`config.mk`:
```
export PLATFORM = sky130hd
export DESIGN_NAME = rx_packet_parser_flat
export DESIGN_NICKNAME = d
export VERILOG_FILES = /design/src/rtl/rx_packet_pkg.sv /design/src/rtl/rx_packet_parser_if.sv /design/src/rtl/rx_chk_accum.sv /design/src/rtl/rx_packet_parser.sv /design/src/flat_wrapper.sv
export SDC_FILE = /design/constraint.sdc
export NUM_CORES = 1
export LEC_CHECK = 0
export CAP_MARGIN = 10
export CORE_UTILIZATION = 58
export CTS_CLUSTER_DIAMETER = 40
export DETAILED_ROUTE_END_ITERATION = 8
export PLACE_DENSITY = 0.82
export SLEW_MARGIN = 40
export SYNTH_ARGS = -nofsm -noshare
export SYNTH_HDL_FRONTEND = slang
export SYNTH_SLANG_ARGS = --single-unit
```
`constraint.sdc`:
```
create_clock -name clk -period 7.25 [get_ports clk]
set_input_delay 1.45 -clock clk [delete_from_list [all_inputs] [get_ports clk]]
set_output_delay 1.45 -clock clk [all_outputs]
set_load 0.01 [all_outputs]
```
`src/rtl/rx_packet_pkg.sv`:
```
// Shared types, error codes and CRC-8 helper for the rx packet parser.
package rx_packet_pkg;

   typedef enum logic [2:0] {
      ST_IDLE  = 3'd0,
      ST_CMD   = 3'd1,
      ST_LEN_H = 3'd2,
      ST_LEN_L = 3'd3,
      ST_DATA  = 3'd4,
      ST_CHK   = 3'd5,
      ST_HOLD  = 3'd6
   } rx_state_t;

   localparam logic [2:0] ERR_NONE = 3'd0;
   localparam logic [2:0] ERR_CHK  = 3'd1;
   localparam logic [2:0] ERR_LEN  = 3'd2;
   localparam logic [2:0] ERR_TMO  = 3'd3;
   localparam logic [2:0] ERR_OVR  = 3'd4;

   // CRC-8: x^8 + x^2 + x + 1, init 0x00, MSB first, no final xor.
   localparam logic [7:0] CRC8_POLY = 8'h07;

   // Advance the CRC by one full byte (eight shift steps unrolled).
   function automatic logic [7:0] crc8_byte(input logic [7:0] crc, input logic [7:0] data);
      logic [7:0] c;
      c = crc ^ data;
      for (int i = 0; i < 8; i++) begin
         c = c[7] ? ((c << 1) ^ CRC8_POLY) : (c << 1);
      end
      return c;
   endfunction

endpackage

```
`src/rtl/rx_packet_parser_if.sv`:
```
// Bus bundle between the byte receiver / consumer / payload sink and the parser.
//
// Handshake semantics:
//   rx_done  : one-cycle strobe, rx_data is valid only in that cycle; there is
//              no ready, a byte offered while the parser is holding a packet is
//              dropped and reported as an overrun.
//   pck_valid: rises the cycle after the checksum byte and stays high with
//              cmd_rx/len_rx stable until the cycle after pck_ack is seen high.
//   we       : one-cycle strobe, wr_data/wr_addr valid only in that cycle.
//   pck_err  : one-cycle strobe, err_code holds its value until the next pck_err.
interface rx_packet_parser_if #(
   parameter int LEN_BYTES = 1,
   parameter int ADDR_W    = 8
);
   import rx_packet_pkg::*;

   logic [7:0]             rx_data;
   logic                   rx_done;
   logic                   timeout;
   logic                   pck_ack;
   logic                   pck_valid;
   logic [7:0]             cmd_rx;
   logic [8*LEN_BYTES-1:0] len_rx;
   logic                   pck_err;
   logic [2:0]             err_code;
   logic [7:0]             wr_data;
   logic [ADDR_W-1:0]      wr_addr;
   logic                   we;
   logic                   busy;
   rx_state_t              state_dbg;

   modport master (
      input  rx_data, rx_done, timeout, pck_ack,
      output pck_valid, cmd_rx, len_rx, pck_err, err_code,
             wr_data, wr_addr, we, busy, state_dbg
   );

   modport slave (
      output rx_data, rx_done, timeout, pck_ack,
      input  pck_valid, cmd_rx, len_rx, pck_err, err_code,
             wr_data, wr_addr, we, busy, state_dbg
   );

endinterface

```
`src/rtl/rx_chk_accum.sv`:
```
// Running checksum over the frame bytes. value is the check byte the frame
// must end with: inverted sum in mode 0, CRC-8 in mode 1.
module rx_chk_accum
   import rx_packet_pkg::*;
#(
   parameter int CHK_MODE = 0
) (
   input  logic       clk,
   input  logic       reset,
   input  logic       clear,
   input  logic       en,
   input  logic [7:0] data,
   output logic [7:0] value
);

   logic [7:0] acc_q;
   logic [7:0] base;
   logic [7:0] upd;

   // Clear-then-accumulate so a byte arriving on the clearing cycle starts a fresh sum.
   always_comb begin
      base = clear ? 8'h00 : acc_q;
      if (CHK_MODE == 1) upd = crc8_byte(base, data);
      else               upd = base + data;
   end

   // Accumulator register.
   always_ff @(posedge clk or negedge reset) begin
      if (!reset)     acc_q <= 8'h00;
      else if (en)    acc_q <= upd;
      else if (clear) acc_q <= 8'h00;
   end

   assign value = (CHK_MODE == 1) ? acc_q : ~acc_q;

endmodule

```
`src/rtl/rx_packet_parser.sv`:
```
// Byte-to-packet framing engine: [SYNC] CMD LEN DATA CHK.
module rx_packet_parser
   import rx_packet_pkg::*;
#(
   parameter int         MAX_LEN   = 256,
   parameter int         LEN_BYTES = 1,
   parameter int         CHK_MODE  = 0,
   parameter bit         SYNC_EN   = 1'b0,
   parameter logic [7:0] SYNC_BYTE = 8'hA5
) (
   input logic                clk,
   input logic                reset,
   rx_packet_parser_if.master bus
);

   localparam int          ADDR_W    = $clog2(MAX_LEN);
   localparam int          LW        = 8 * LEN_BYTES;
   localparam int          CW        = (LW > ADDR_W) ? LW : ADDR_W;
   localparam logic [31:0] MAX_LEN_W = 32'(MAX_LEN);
   localparam rx_state_t   LEN_FIRST = (LEN_BYTES == 2) ? ST_LEN_H : ST_LEN_L;

   rx_state_t     state;
   logic [7:0]    cmd_q;
   logic [7:0]    len_hi;
   logic [LW-1:0] len_q;
   logic [CW-1:0] cnt;

   logic          tmo_hit;
   logic          ack_hit;
   logic          idle_like;
   logic          byte_ev;
   logic [LW-1:0] len_full;
   logic          len_bad;
   logic          last_byte;
   logic          acc_en;
   logic          acc_clr;
   logic [7:0]    chk_value;

   // Event decode and checksum accumulator control.
   always_comb begin
      tmo_hit   = bus.timeout && (state != ST_IDLE) && (state != ST_HOLD);
      ack_hit   = (state == ST_HOLD) && bus.pck_ack;
      idle_like = (state == ST_IDLE) || ack_hit;
      byte_ev   = bus.rx_done && !tmo_hit;
      len_full  = LW'({len_hi, bus.rx_data});
      len_bad   = 32'(len_full) > MAX_LEN_W;
      last_byte = (cnt + CW'(1)) == CW'(len_q);
      acc_en    = 1'b0;
      acc_clr   = idle_like || tmo_hit;
      if (byte_ev && idle_like) begin
         acc_en = !SYNC_EN;
      end else if (byte_ev) begin
         case (state)
            ST_CMD, ST_LEN_H, ST_DATA: acc_en = 1'b1;
            ST_LEN_L: begin
               if (len_bad) acc_clr = 1'b1;
               else         acc_en  = 1'b1;
            end
            ST_CHK:  acc_clr = 1'b1;
            default: ;
         endcase
      end
   end

   rx_chk_accum #(.CHK_MODE(CHK_MODE)) u_chk (
      .clk   (clk),
      .reset (reset),
      .clear (acc_clr),
      .en    (acc_en),
      .data  (bus.rx_data),
      .value (chk_value)
   );

   // Framing FSM with registered outputs.
   always_ff @(posedge clk or negedge reset) begin
      if (!reset) begin
         state         <= ST_IDLE;
         cmd_q         <= 8'h00;
         len_hi        <= 8'h00;
         len_q         <= '0;
         cnt           <= '0;
         bus.pck_valid <= 1'b0;
         bus.cmd_rx    <= 8'h00;
         bus.len_rx    <= '0;
         bus.pck_err   <= 1'b0;
         bus.err_code  <= ERR_NONE;
         bus.wr_data   <= 8'h00;
         bus.wr_addr   <= '0;
         bus.we        <= 1'b0;
      end else begin
         bus.we      <= 1'b0;
         bus.pck_err <= 1'b0;
         if (tmo_hit) begin
            state        <= ST_IDLE;
            cnt          <= '0;
            bus.pck_err  <= 1'b1;
            bus.err_code <= ERR_TMO;
         end else if (idle_like) begin
            cnt <= '0;
            if (ack_hit) begin
               bus.pck_valid <= 1'b0;
               state         <= ST_IDLE;
            end
            if (bus.rx_done) begin
               if (SYNC_EN) begin
                  if (bus.rx_data == SYNC_BYTE) state <= ST_CMD;
               end else begin
                  cmd_q <= bus.rx_data;
                  state <= LEN_FIRST;
               end
            end
         end else if (bus.rx_done) begin
            case (state)
               ST_CMD: begin
                  cmd_q <= bus.rx_data;
                  state <= LEN_FIRST;
               end
               ST_LEN_H: begin
                  len_hi <= bus.rx_data;
                  state  <= ST_LEN_L;
               end
               ST_LEN_L: begin
                  if (len_bad) begin
                     state        <= ST_IDLE;
                     bus.pck_err  <= 1'b1;
                     bus.err_code <= ERR_LEN;
                  end else begin
                     len_q <= len_full;
                     state <= (len_full == '0) ? ST_CHK : ST_DATA;
                  end
               end
               ST_DATA: begin
                  bus.we      <= 1'b1;
                  bus.wr_data <= bus.rx_data;
                  bus.wr_addr <= cnt[ADDR_W-1:0];
                  cnt         <= cnt + CW'(1);
                  if (last_byte) state <= ST_CHK;
               end
               ST_CHK: begin
                  cnt <= '0;
                  if (bus.rx_data == chk_value) begin
                     bus.cmd_rx    <= cmd_q;
                     bus.len_rx    <= len_q;
                     bus.pck_valid <= 1'b1;
                     state         <= ST_HOLD;
                  end else begin
                     state        <= ST_IDLE;
                     bus.pck_err  <= 1'b1;
                     bus.err_code <= ERR_CHK;
                  end
               end
               ST_HOLD: begin
                  bus.pck_err  <= 1'b1;
                  bus.err_code <= ERR_OVR;
               end
               default: state <= ST_IDLE;
            endcase
         end
      end
   end

   assign bus.busy      = (state != ST_IDLE);
   assign bus.state_dbg = state;

endmodule

```
`src/flat_wrapper.sv`:
```
// flat-port wrapper written by rule: the top's interface ports become plain ports
module rx_packet_parser_flat import rx_packet_pkg::*;
#(
   parameter int         MAX_LEN   = 256,
   parameter int         LEN_BYTES = 1,
   parameter int         CHK_MODE  = 0,
   parameter bit         SYNC_EN   = 1'b0,
   parameter logic [7:0] SYNC_BYTE = 8'hA5
)
  (clk, reset, bus_rx_data, bus_rx_done, bus_timeout, bus_pck_ack, bus_pck_valid, bus_cmd_rx, bus_len_rx, bus_pck_err, bus_err_code, bus_wr_data, bus_wr_addr, bus_we, bus_busy, bus_state_dbg);
  rx_packet_parser_if #(.LEN_BYTES(LEN_BYTES), .ADDR_W(8)) bus_i ();
  input logic clk;
  input logic reset;
  input wire logic [$bits(bus_i.rx_data)-1:0] bus_rx_data;
  input wire logic [$bits(bus_i.rx_done)-1:0] bus_rx_done;
  input wire logic [$bits(bus_i.timeout)-1:0] bus_timeout;
  input wire logic [$bits(bus_i.pck_ack)-1:0] bus_pck_ack;
  output wire logic [$bits(bus_i.pck_valid)-1:0] bus_pck_valid;
  output wire logic [$bits(bus_i.cmd_rx)-1:0] bus_cmd_rx;
  output wire logic [$bits(bus_i.len_rx)-1:0] bus_len_rx;
  output wire logic [$bits(bus_i.pck_err)-1:0] bus_pck_err;
  output wire logic [$bits(bus_i.err_code)-1:0] bus_err_code;
  output wire logic [$bits(bus_i.wr_data)-1:0] bus_wr_data;
  output wire logic [$bits(bus_i.wr_addr)-1:0] bus_wr_addr;
  output wire logic [$bits(bus_i.we)-1:0] bus_we;
  output wire logic [$bits(bus_i.busy)-1:0] bus_busy;
  output wire logic [$bits(bus_i.state_dbg)-1:0] bus_state_dbg;
  assign bus_i.rx_data = bus_rx_data;
  assign bus_i.rx_done = bus_rx_done;
  assign bus_i.timeout = bus_timeout;
  assign bus_i.pck_ack = bus_pck_ack;
  assign bus_pck_valid = bus_i.pck_valid;
  assign bus_cmd_rx = bus_i.cmd_rx;
  assign bus_len_rx = bus_i.len_rx;
  assign bus_pck_err = bus_i.pck_err;
  assign bus_err_code = bus_i.err_code;
  assign bus_wr_data = bus_i.wr_data;
  assign bus_wr_addr = bus_i.wr_addr;
  assign bus_we = bus_i.we;
  assign bus_busy = bus_i.busy;
  assign bus_state_dbg = bus_i.state_dbg;
  rx_packet_parser #(.MAX_LEN(MAX_LEN), .LEN_BYTES(LEN_BYTES), .CHK_MODE(CHK_MODE), .SYNC_EN(SYNC_EN), .SYNC_BYTE(SYNC_BYTE)) u_core (.clk(clk), .reset(reset), .bus(bus_i));
endmodule
```
# [Word level (Yosys, flattened, before mapping)]
# Index checks and enable logic that the tools add are counted.
[word_totals] input_bits=13 register_bits=73 word_cells=106 output_inout_bits=42
[op_classes] mux=44 n_reduce_logical=30 add_sub_neg=2 n_eq_ne=14 bitwise_logic=3
[op_table] operator="$mux 8" n=9
[op_table] operator="$mux 3" n=11
[op_table] operator="$mux 1" n=20
[op_table] operator="$eq 8x8->1" n=2
[op_table] operator="$pmux 8 s2" n=1
[op_table] operator="$reduce_and 4->1" n=4
[op_table] operator="$pmux 3 s5" n=1
[op_table] operator="$reduce_bool 3->1" n=4
[op_table] operator="$reduce_and 5->1" n=2
[op_table] operator="$reduce_bool 2->1" n=5
[op_table] operator="$eq 3x3->1 const B" n=3
[op_table] operator="$add 8x1->8 const B" n=1
[op_table] operator="$add 8x8->8" n=1
[op_table] operator="$logic_not 8->1" n=1
[op_table] operator="$not 8->8" n=1
[op_table] operator="$eq 3x2->1 const B" n=2
[op_table] operator="$pmux 3 s2" n=1
[op_table] operator="$logic_and 1x1->1" n=5
[op_table] operator="$ne 2x1->1 const B" n=2
[op_table] operator="$ne 4x1->1 const B" n=1
[op_table] operator="$reduce_bool 4->1" n=1
[op_table] operator="$reduce_or 4->1" n=1
[op_table] operator="$eq 3x1->1 const B" n=1
[op_table] operator="$logic_not 3->1" n=1
[op_table] operator="10 further kinds" n=12

# [Logic depth before layout (Yosys ltp)]
# Gate-level depths: netlist of the first run.
[logic_depth] word_depth=10 ltp_mapped=14 depth_no_buf=14

# [Modules after synthesis]
# Synthesis of the first run repeated with hierarchy kept, for this count alone.
[hier_totals] cells_unflattened=389 hier_area_um2=3812.4
[modules_own_cells] mod="rx_packet_parser" seq_area_each_um2=1626.6 area_each_um2=3109.2 cells_per_inst=306 instances=1
[modules_own_cells] mod="rx_chk_accum" seq_area_each_um2=200.2 area_each_um2=703.2 cells_per_inst=83 instances=1

# [Worst setup path after synthesis of the first run]
# OpenSTA, ideal clock, no wires.
[synth_timing] path_type="in2reg" from="input port bus_rx_done" to="register u_core.u_chk.acc_q[7]" path_stages=13 arrival_ps=3551 setup_ps=123 path_buffers=2 t_required_ps=7127 setup_slack_ps=3576 path_cell_list="buf_2 > a21o_1 > a221oi_2 > buf_4 > nand2_1 > inv_1 > ha_1 > a21oi_1 > o211ai_1 > o41ai_1 > xor2_1 > nor2_1 > xnor2_1"
[synth_between] elab_chain_len=6 elab_cells_between_ends=9 classes_between="1 x add/sub; 6 x mux; 2 x reduce/logical"
[synth_lines] item="start, declared" line="flat_wrapper.sv:15" source="input wire logic [$bits(bus_i.rx_done)-1:0] bus_rx_done;"
[synth_lines] item="$logic_and 1x1->1 *" line="rx_packet_parser.sv:44" source="byte_ev = bus.rx_done && !tmo_hit;"
[synth_lines] item="$mux 1 / $logic_and 1x1->1 (equally long branches)" line="rx_packet_parser.sv:52, rx_packet_parser.sv:50"
[synth_lines] item="$mux 1" line="rx_packet_parser.sv:50" source="if (byte_ev && idle_like) begin"
[synth_lines] item="$mux 8" line="rx_chk_accum.sv:22" source="base = clear ? 8'h00 : acc_q;"
[synth_lines] item="$add 8x8->8" line="rx_chk_accum.sv:24" source="else upd = base + data;"
[synth_lines] item="$mux 8 *" line="rx_chk_accum.sv:30" source="else if (en) acc_q <= upd;"
[synth_lines] item="end signal, assigned" line="rx_chk_accum.sv:30"
[synth_lines] item="end, declared" line="rx_chk_accum.sv:16" source="logic [7:0] acc_q;"
# Mark *: on every way between the ends. The rest lies on a longest branch, timed or not.
# A chain may end at the register's enable or synchronous reset.

# [Final worst setup path of the first run]
[layout_timing] from="input port bus_timeout" to="register u_core.u_chk.acc_q[7]"
[layout_between] elab_chain_len=9 elab_cells_between_ends=14 classes_between="1 x add/sub; 7 x mux; 6 x reduce/logical"
[layout_lines] item="start, declared" line="flat_wrapper.sv:16" source="input wire logic [$bits(bus_i.timeout)-1:0] bus_timeout;"
[layout_lines] item="$logic_and 1x1->1 * (2 in series)" line="rx_packet_parser.sv:41" source="tmo_hit = bus.timeout && (state != ST_IDLE) && (state != ST_HOLD);"
[layout_lines] item="$logic_or 1x1->1 / $logic_not 1->1 (equally long branches)" line="rx_packet_parser.sv:49, rx_packet_parser.sv:44"
[layout_lines] item="$mux 1 / $logic_and 1x1->1 (equally long branches)" line="rx_packet_parser.sv:53, rx_packet_parser.sv:44"
[layout_lines] item="$mux 1 / $logic_and 1x1->1 (equally long branches)" line="rx_packet_parser.sv:52, rx_packet_parser.sv:50"
[layout_lines] item="$mux 1" line="rx_packet_parser.sv:50"
[layout_lines] item="$mux 8" line="rx_chk_accum.sv:22"
[layout_lines] item="$add 8x8->8" line="rx_chk_accum.sv:24"
[layout_lines] item="$mux 8 *" line="rx_chk_accum.sv:30"
# Marks and branches as above.

==> metrics.txt, run 1 <==
Cell Chain, Critical Path clkdlybuf4s50_1 > a21o_1 > a221oi_2 > clkbuf_2 > and2_1 > ha_1 > nand3_1 > o211ai_1 > o41ai_1 > xor2_1 > nor2_1 > xnor2_1; unrepaired setup endpoints after global routing no; remaining global-route overflow 0; RR Endpoint u_core.u_chk.acc_q[7]$_DFF_PN0_; initial core utilization 61.7%; vias in the first global route 2722; via count 2928; YS warnings 0; Rows 28; vias per cell 5.89; worst-case clock buffer depth 2; Ant. Diodes 0; Routed WL 8200 microns; unique cell type count in the Yosys netlist 52; routed length per instance 16.5 microns; clock latency on the worst-skew pair 0.36 ns; Final Cycle Share 60.5%; Peak VDD IR 0.170 mV; reg2reg path depth 13; Sink Count 73; clk slew on worst S/H paths 0.08 ns; Initial DRC Count 140; Final ANT Viol Nets 0; TritonCTS buffer count 9; core area 6060 sq um; Setup CP Type input port to flip-flop; Hold Violations, Final 0; H-tree Lvls 3; first-pass GRT wire length 13200 microns; root buffer cell clkbuf_8; headroom to the max-slew limit 55.7%; Final GP Congestion 0.868; GR Util All Layers 26.5%; PortBufs 54; cts repair resizes 0; worst min-delay path startpoint u_core.bus.wr_addr[6]$_DFFE_PN0P_; Residual DRC 0; Setup crit end kind flip-flop; Die ar. 6770 sq um; status complete, no violations; worst-path fanout max 16; initial antenna violation count 0; Area Overhead vs Synth 19.8%; First-pass DRT Iterations 4; Max-cap violations 0; Final setup violation count 0; Die Wd 82.3 microns; Hold Crit Endpoint u_core.bus.wr_addr[6]$_DFFE_PN0P_; DP Wirelength 5470 microns; Pins Over Slew Limit 0; number of synthesized flops with an enable pin 0; Fillers 443; reg-to-reg slack, setup 3.61 ns; syn nets 389; Arr. time, crit path 4.62 ns; mapped cell area 3740 sq um; CTS tree built; share of post-route cells with drive strength above 1 13.7%; Slew @ Worst Pin 0.665 ns; Hold/Removal Path Class flip-flop to flip-flop; Synth Area per Inst 10.2 sq um; Worst path slowest cell clkdlybuf4s50_1; sequential area share after synthesis 48.9%; fmax 0.228 GHz; post-CTS setup buffer count 0; WP buf/inv 2; Critical R2R Launch u_core.bus.state_dbg[0]$_DFFE_PN0P_; #FFs+latches synth 73; setup total negative slack 0 ns; final hold slack 0.478 ns; element type at the critical path start input port; Period minus WS final 4.38 ns; hold depth 2; clk_skew 0.00992 ns; share of synthesized registers carrying an async set or reset 100%; Layout Nets 440; power per cell area 291 nW/um^2; Cells after Synth 367; Primary FF master, synth dfrtp_1; # IOs 55; crit-path leading delay family compound AO/OA/AOI/OAI gates; Die Ht 82.3 microns; pin count of the biggest net entering global routing 74; hold_buf cts 0; Leak 2.07 nW; WP data required 7.49 ns; CP max stage delay 0.73 ns
sequential cells by signal, summed over array words and instances (netlist names):
signal / count
u_core.bus.cmd_rx: 8
u_core.bus.err_code: 3
u_core.bus.len_rx: 8
u_core.bus.pck_err: 1
u_core.bus.pck_valid: 1
u_core.bus.state_dbg: 3
u_core.bus.we: 1
u_core.bus.wr_addr: 8
u_core.bus.wr_data: 8
u_core.cmd_q: 8
u_core.cnt: 8
u_core.len_q: 8
u_core.u_chk.acc_q: 8
routing by layer:
layer,GRT usage (%),up-vias,share of wire [%]
li1,-,1376,-
met1,34.8,1414,45
met2,40.7,115,47
met3,7.80,23,6.3
met4,11.2,0,2.3
met5,0,-,0
worst max path at each step:
stage | startpoint | endpoint | slack [ns] | cells past startpoint
after floorplan | bus_rx_done | u_core.u_chk.acc_q[7]$_DFF_PN0_ | 3.58 | 13
after global placement | bus_timeout | u_core.u_chk.acc_q[7]$_DFF_PN0_ | 2.40 | 12
after detailed placement | bus_timeout | u_core.u_chk.acc_q[7]$_DFF_PN0_ | 2.31 | 12
after CTS | bus_timeout | u_core.u_chk.acc_q[7]$_DFF_PN0_ | 2.66 | 12
after global routing | bus_timeout | u_core.u_chk.acc_q[7]$_DFF_PN0_ | 2.62 | 12
final | bus_timeout | u_core.u_chk.acc_q[7]$_DFF_PN0_ | 2.87 | 12
cells in the mapped netlist, types with 5 or more instances:
cell	number	area share [%]
mux2_4	5	2.0
inv_1	11	1.1
dfrtp_1	73	49
a21oi_1	7	0.94
xnor2_1	9	2.1
o31ai_1	6	1.2
nand2_1	72	7.2
clkbuf_1	5	0.50
buf_2	9	1.2
nor3_1	6	0.80
xor2_1	16	3.7
and2_1	6	1.0
nand3_1	13	1.7
ha_1	8	2.7
nor2_1	15	1.5
mux2_2	24	7.2
o21ai_0	28	3.7
placed cells by master (no fill, tap or decap), types with 3 or more instances in the layout:
| cell type | instances |
|---|---|
| a21oi_1 | 7 |
| mux2_2 | 24 |
| inv_1 | 11 |
| nand3_1 | 13 |
| clkbuf_8 | 9 |
| xor2_1 | 16 |
| nor3_1 | 6 |
| and2_1 | 6 |
| xnor2_1 | 9 |
| mux2_4 | 5 |
| dfrtp_1 | 73 |
| nand2b_1 | 3 |
| clkdlybuf4s50_1 | 53 |
| o21ai_0 | 28 |
| nand4_1 | 3 |
| and3_1 | 3 |
| nand2_1 | 72 |
| nor4_1 | 3 |
| clkinvlp_4 | 3 |
| ha_1 | 8 |
| nor2_1 | 15 |
| o31ai_1 | 6 |
worst reg2reg max path, delay by kind of cell, from the launching register on:
family,cells,cell delay (ns)
fa+ha+maj,1,0.29
xor+xnor,2,0.32
compound gates,3,0.86
buf+inv,2,0.69
flops,1,0.67
simple gates,5,0.69
cell type report:
cell class	instances	area (sq um)	area share, %
clock buffer	9	124	2.77
clock inverter	6	45.0	1.01
inverter	12	45.0	1.01
multi-input combinational	266	1790	40.0
sequential	73	1830	40.8
tap	75	93.8	2.10
timing repair buffer	56	552	12.3
power breakdown:
part | internal [mW] | total (mW) | leakage (nW) | switching [mW]
logic | 0.210 | 0.426 | 1.03 | 0.216
clock network | 0.123 | 0.282 | 0.0777 | 0.159
registers | 0.498 | 0.597 | 0.963 | 0.0989
total | 0.831 | 1.30 | 2.07 | 0.474
metrics by stage:
step	cells	util, %	setup WS [ns]	cell area [sq um]	power [mW]
2_1_floorplan	367	-	3.58	3740	0.859
3_3_place_gp	481	70.8	2.40	4290	1.00
3_5_place_dp	481	71.0	2.31	4300	1.02
4_1_cts	496	73.8	2.66	4470	1.30
5_1_grt	497	73.9	2.62	4480	1.38
6_report	497	73.9	2.87	4480	1.30
cells by family (layout without fill, tap and decap cells):
family | after synthesis | in the layout | synth area share [%]
AO/OA/AOI/OAI | 66 | 66 | 11.9
buffers and inverters | 28 | 83 | 3.41
XOR/XNOR | 25 | 25 | 5.86
adder cells (fa/ha/maj) | 9 | 9 | 3.21
AND/OR/NAND/NOR | 137 | 137 | 17.5
flip-flops | 73 | 73 | 48.9
multiplexers | 29 | 29 | 9.24
(Power assumes the default switching activity.)
==> inputs of run 2 (changes only) <==
- CORE_UTILIZATION: 58 -> 54
- PLACE_DENSITY: 0.82 -> 0.76
- clock period: 7.25 -> 4.5 ns (I/O delays scaled with it)
==> metrics.txt, run 2 (same netlist as run 1, synthesis figures left out) <==
CTS tree built; Arr. time, crit path 3.79 ns (-0.83 ns); Layout Nets 442 (+0.45%); initial antenna violation count 0 (unchanged); Critical R2R Launch u_core.bus.state_dbg[0]$_DFFE_PN0P_; Die ar. 7260 sq um (+7.2%); Period minus WS final 3.52 ns; TritonCTS buffer count 9 (unchanged); Routed WL 8210 microns (about the same); vias in the first global route 2754 (+1.2%); via count 2835 (-3.2%); WP data required 4.77 ns (-2.72 ns); Setup crit end kind flip-flop; hold_buf cts 0 (unchanged); clk_skew 0.0142 ns (+0.00430 ns); Sink Count 73 (unchanged); Final GP Congestion 0.882 (+1.7%); root buffer cell clkbuf_8; Pins Over Slew Limit 0 (unchanged); remaining global-route overflow 0 (unchanged); worst min-delay path startpoint u_core.bus.wr_addr[3]$_DFFE_PN0P_; Leak 2.11 nW (+1.9%); final std cell area, no fill 4530 sq um (+1.3%); Max-cap violations 0 (unchanged); Initial DRC Count 156 (+11%); most common cell after layout, fill and taps aside dfrtp_1; GR Util All Layers 24.3% (-2.2 points); Hold Violations, Final 0 (unchanged); cts repair resizes 0 (unchanged); # IOs 55 (unchanged); headroom to the max-slew limit 57.3% (+1.7 points); Hold/Removal Path Class flip-flop to flip-flop; worst-case clock buffer depth 2 (unchanged); core area 6530 sq um (+7.8%); initial core utilization 57.2% (-4.4 points); power per cell area 484 nW/um^2 (+66%); Area Overhead vs Synth 21.3%; Residual DRC 0 (unchanged); DP Wirelength 5750 microns (+5.1%); pin count of the biggest net entering global routing 43 (-42%); dpl cell area 4330 sq um (+0.55%); PortBufs 54 (unchanged); H-tree Lvls 3 (unchanged); reg-to-reg slack, setup 0.98 ns (-2.63 ns); unrepaired setup endpoints after global routing no; fmax 0.284 GHz; Final Cycle Share 78.3%; Peak VDD IR 0.260 mV (+53%); share of post-route cells with drive strength above 1 14.4% (+0.61 points); worst-path fanout max 15 (-1); element type at the critical path start flip-flop; vias per cell 5.65 (-4.1%); setup total negative slack 0 ns (unchanged); first-pass GRT wire length 13500 microns (+2.3%); Final ANT Viol Nets 0 (unchanged); Die Ht 85.2 microns (+3.5%); status complete, no violations; clock latency on the worst-skew pair 0.35 ns (about the same); Rows 29 (+3.6%); Die Wd 85.2 microns (+3.5%); routed length per instance 16.4 microns (-0.90%); Ant. Diodes 0 (unchanged); Setup CP Type flip-flop to flip-flop; Slew @ Worst Pin 0.640 ns (-0.0248 ns); worst setup path start u_core.bus.state_dbg[0]$_DFFE_PN0P_; Final setup violation count 0 (unchanged); post-CTS setup buffer count 0 (unchanged); clk slew on worst S/H paths 0.09 ns (about the same); First-pass DRT Iterations 4 (unchanged); most frequent cells in the layout dfrtp_1, nand2_1, clkdlybuf4s50_1
==> run 2: final cells by class <==
| class | instances | area [sq um] |
|---|---|---|
| clock inverter | 6 | 70.1 |
| inverter | 12 | 45.0 |
| fill | 501 | 2000 |
| multi-input combinational | 266 | 1790 |
| tap | 77 | 96.3 |
| sequential | 73 | 1830 |
| clock buffer | 10 | 138 |
| timing repair buffer | 58 | 568 |
==> run 2: final timing paths <==
check,end,cells after the start
worst max-delay path,u_core.u_chk.acc_q[6]$_DFF_PN0_,15
worst min-delay path,u_core.bus.wr_addr[3]$_DFFE_PN0P_,2
worst max register to register,u_core.u_chk.acc_q[6]$_DFF_PN0_,15
worst min register to register,u_core.bus.wr_addr[3]$_DFFE_PN0P_,2
max in group asynchronous,u_core.bus.cmd_rx[5]$_DFFE_PN0P_,2
min in group asynchronous,u_core.bus.wr_addr[2]$_DFFE_PN0P_,1
==> run 2: per-layer routing <==
| layer | global-route usage (%) | vias up | routed length [microns] |
|---|---|---|---|
| li1 | - | 1381 | - |
| met1 | 33.8 | 1372 | 3800 |
| met2 | 38.1 | 69 | 3900 |
| met3 | 4.47 | 13 | 349 |
| met4 | 9.55 | 0 | 156 |
| met5 | 0 | - | 0 |
==> run 2: per-stage QoR <==
step / cells / hold WS, ns / power (mW) / worst slack, ns / util [%]
finish: 502 / 0.480 / 2.19 / 0.977 / 69.4
global route: 502 / 0.506 / 2.32 / 0.728 / 69.4
CTS: 502 / 0.488 / 2.20 / 0.992 / 69.4
detailed placement: 486 / 0.466 / 1.66 / 0.729 / 66.2
global placement: 486 / 0.457 / 1.63 / 0.866 / 66.1
floorplan: 367 / 0.446 / 1.38 / 1.38 / -
==> run 2: report_power, final <==
part           internal, mW  leakage, nW  total, mW  switching (mW)
sequential            0.803        0.963      0.965           0.163
combinational         0.341         1.04      0.688           0.346
clock                 0.277        0.108      0.540           0.263
total                  1.42         2.11       2.19           0.772
==> run 2: worst max-delay path, stage by stage, from the launching register on <==
cell      delay (ns)
dfrtp_1         0.70
clkinv_1        0.42
nand3_1         0.23
nand2_2         0.12
a221oi_2        0.18
buf_4           0.23
and2_1          0.16
ha_1            0.16
inv_1           0.05
fa_1            0.40
nor2b_1         0.12
o21ai_0         0.12
nand2b_1        0.14
a31oi_1         0.10
xor2_1          0.14
o21ai_0         0.18
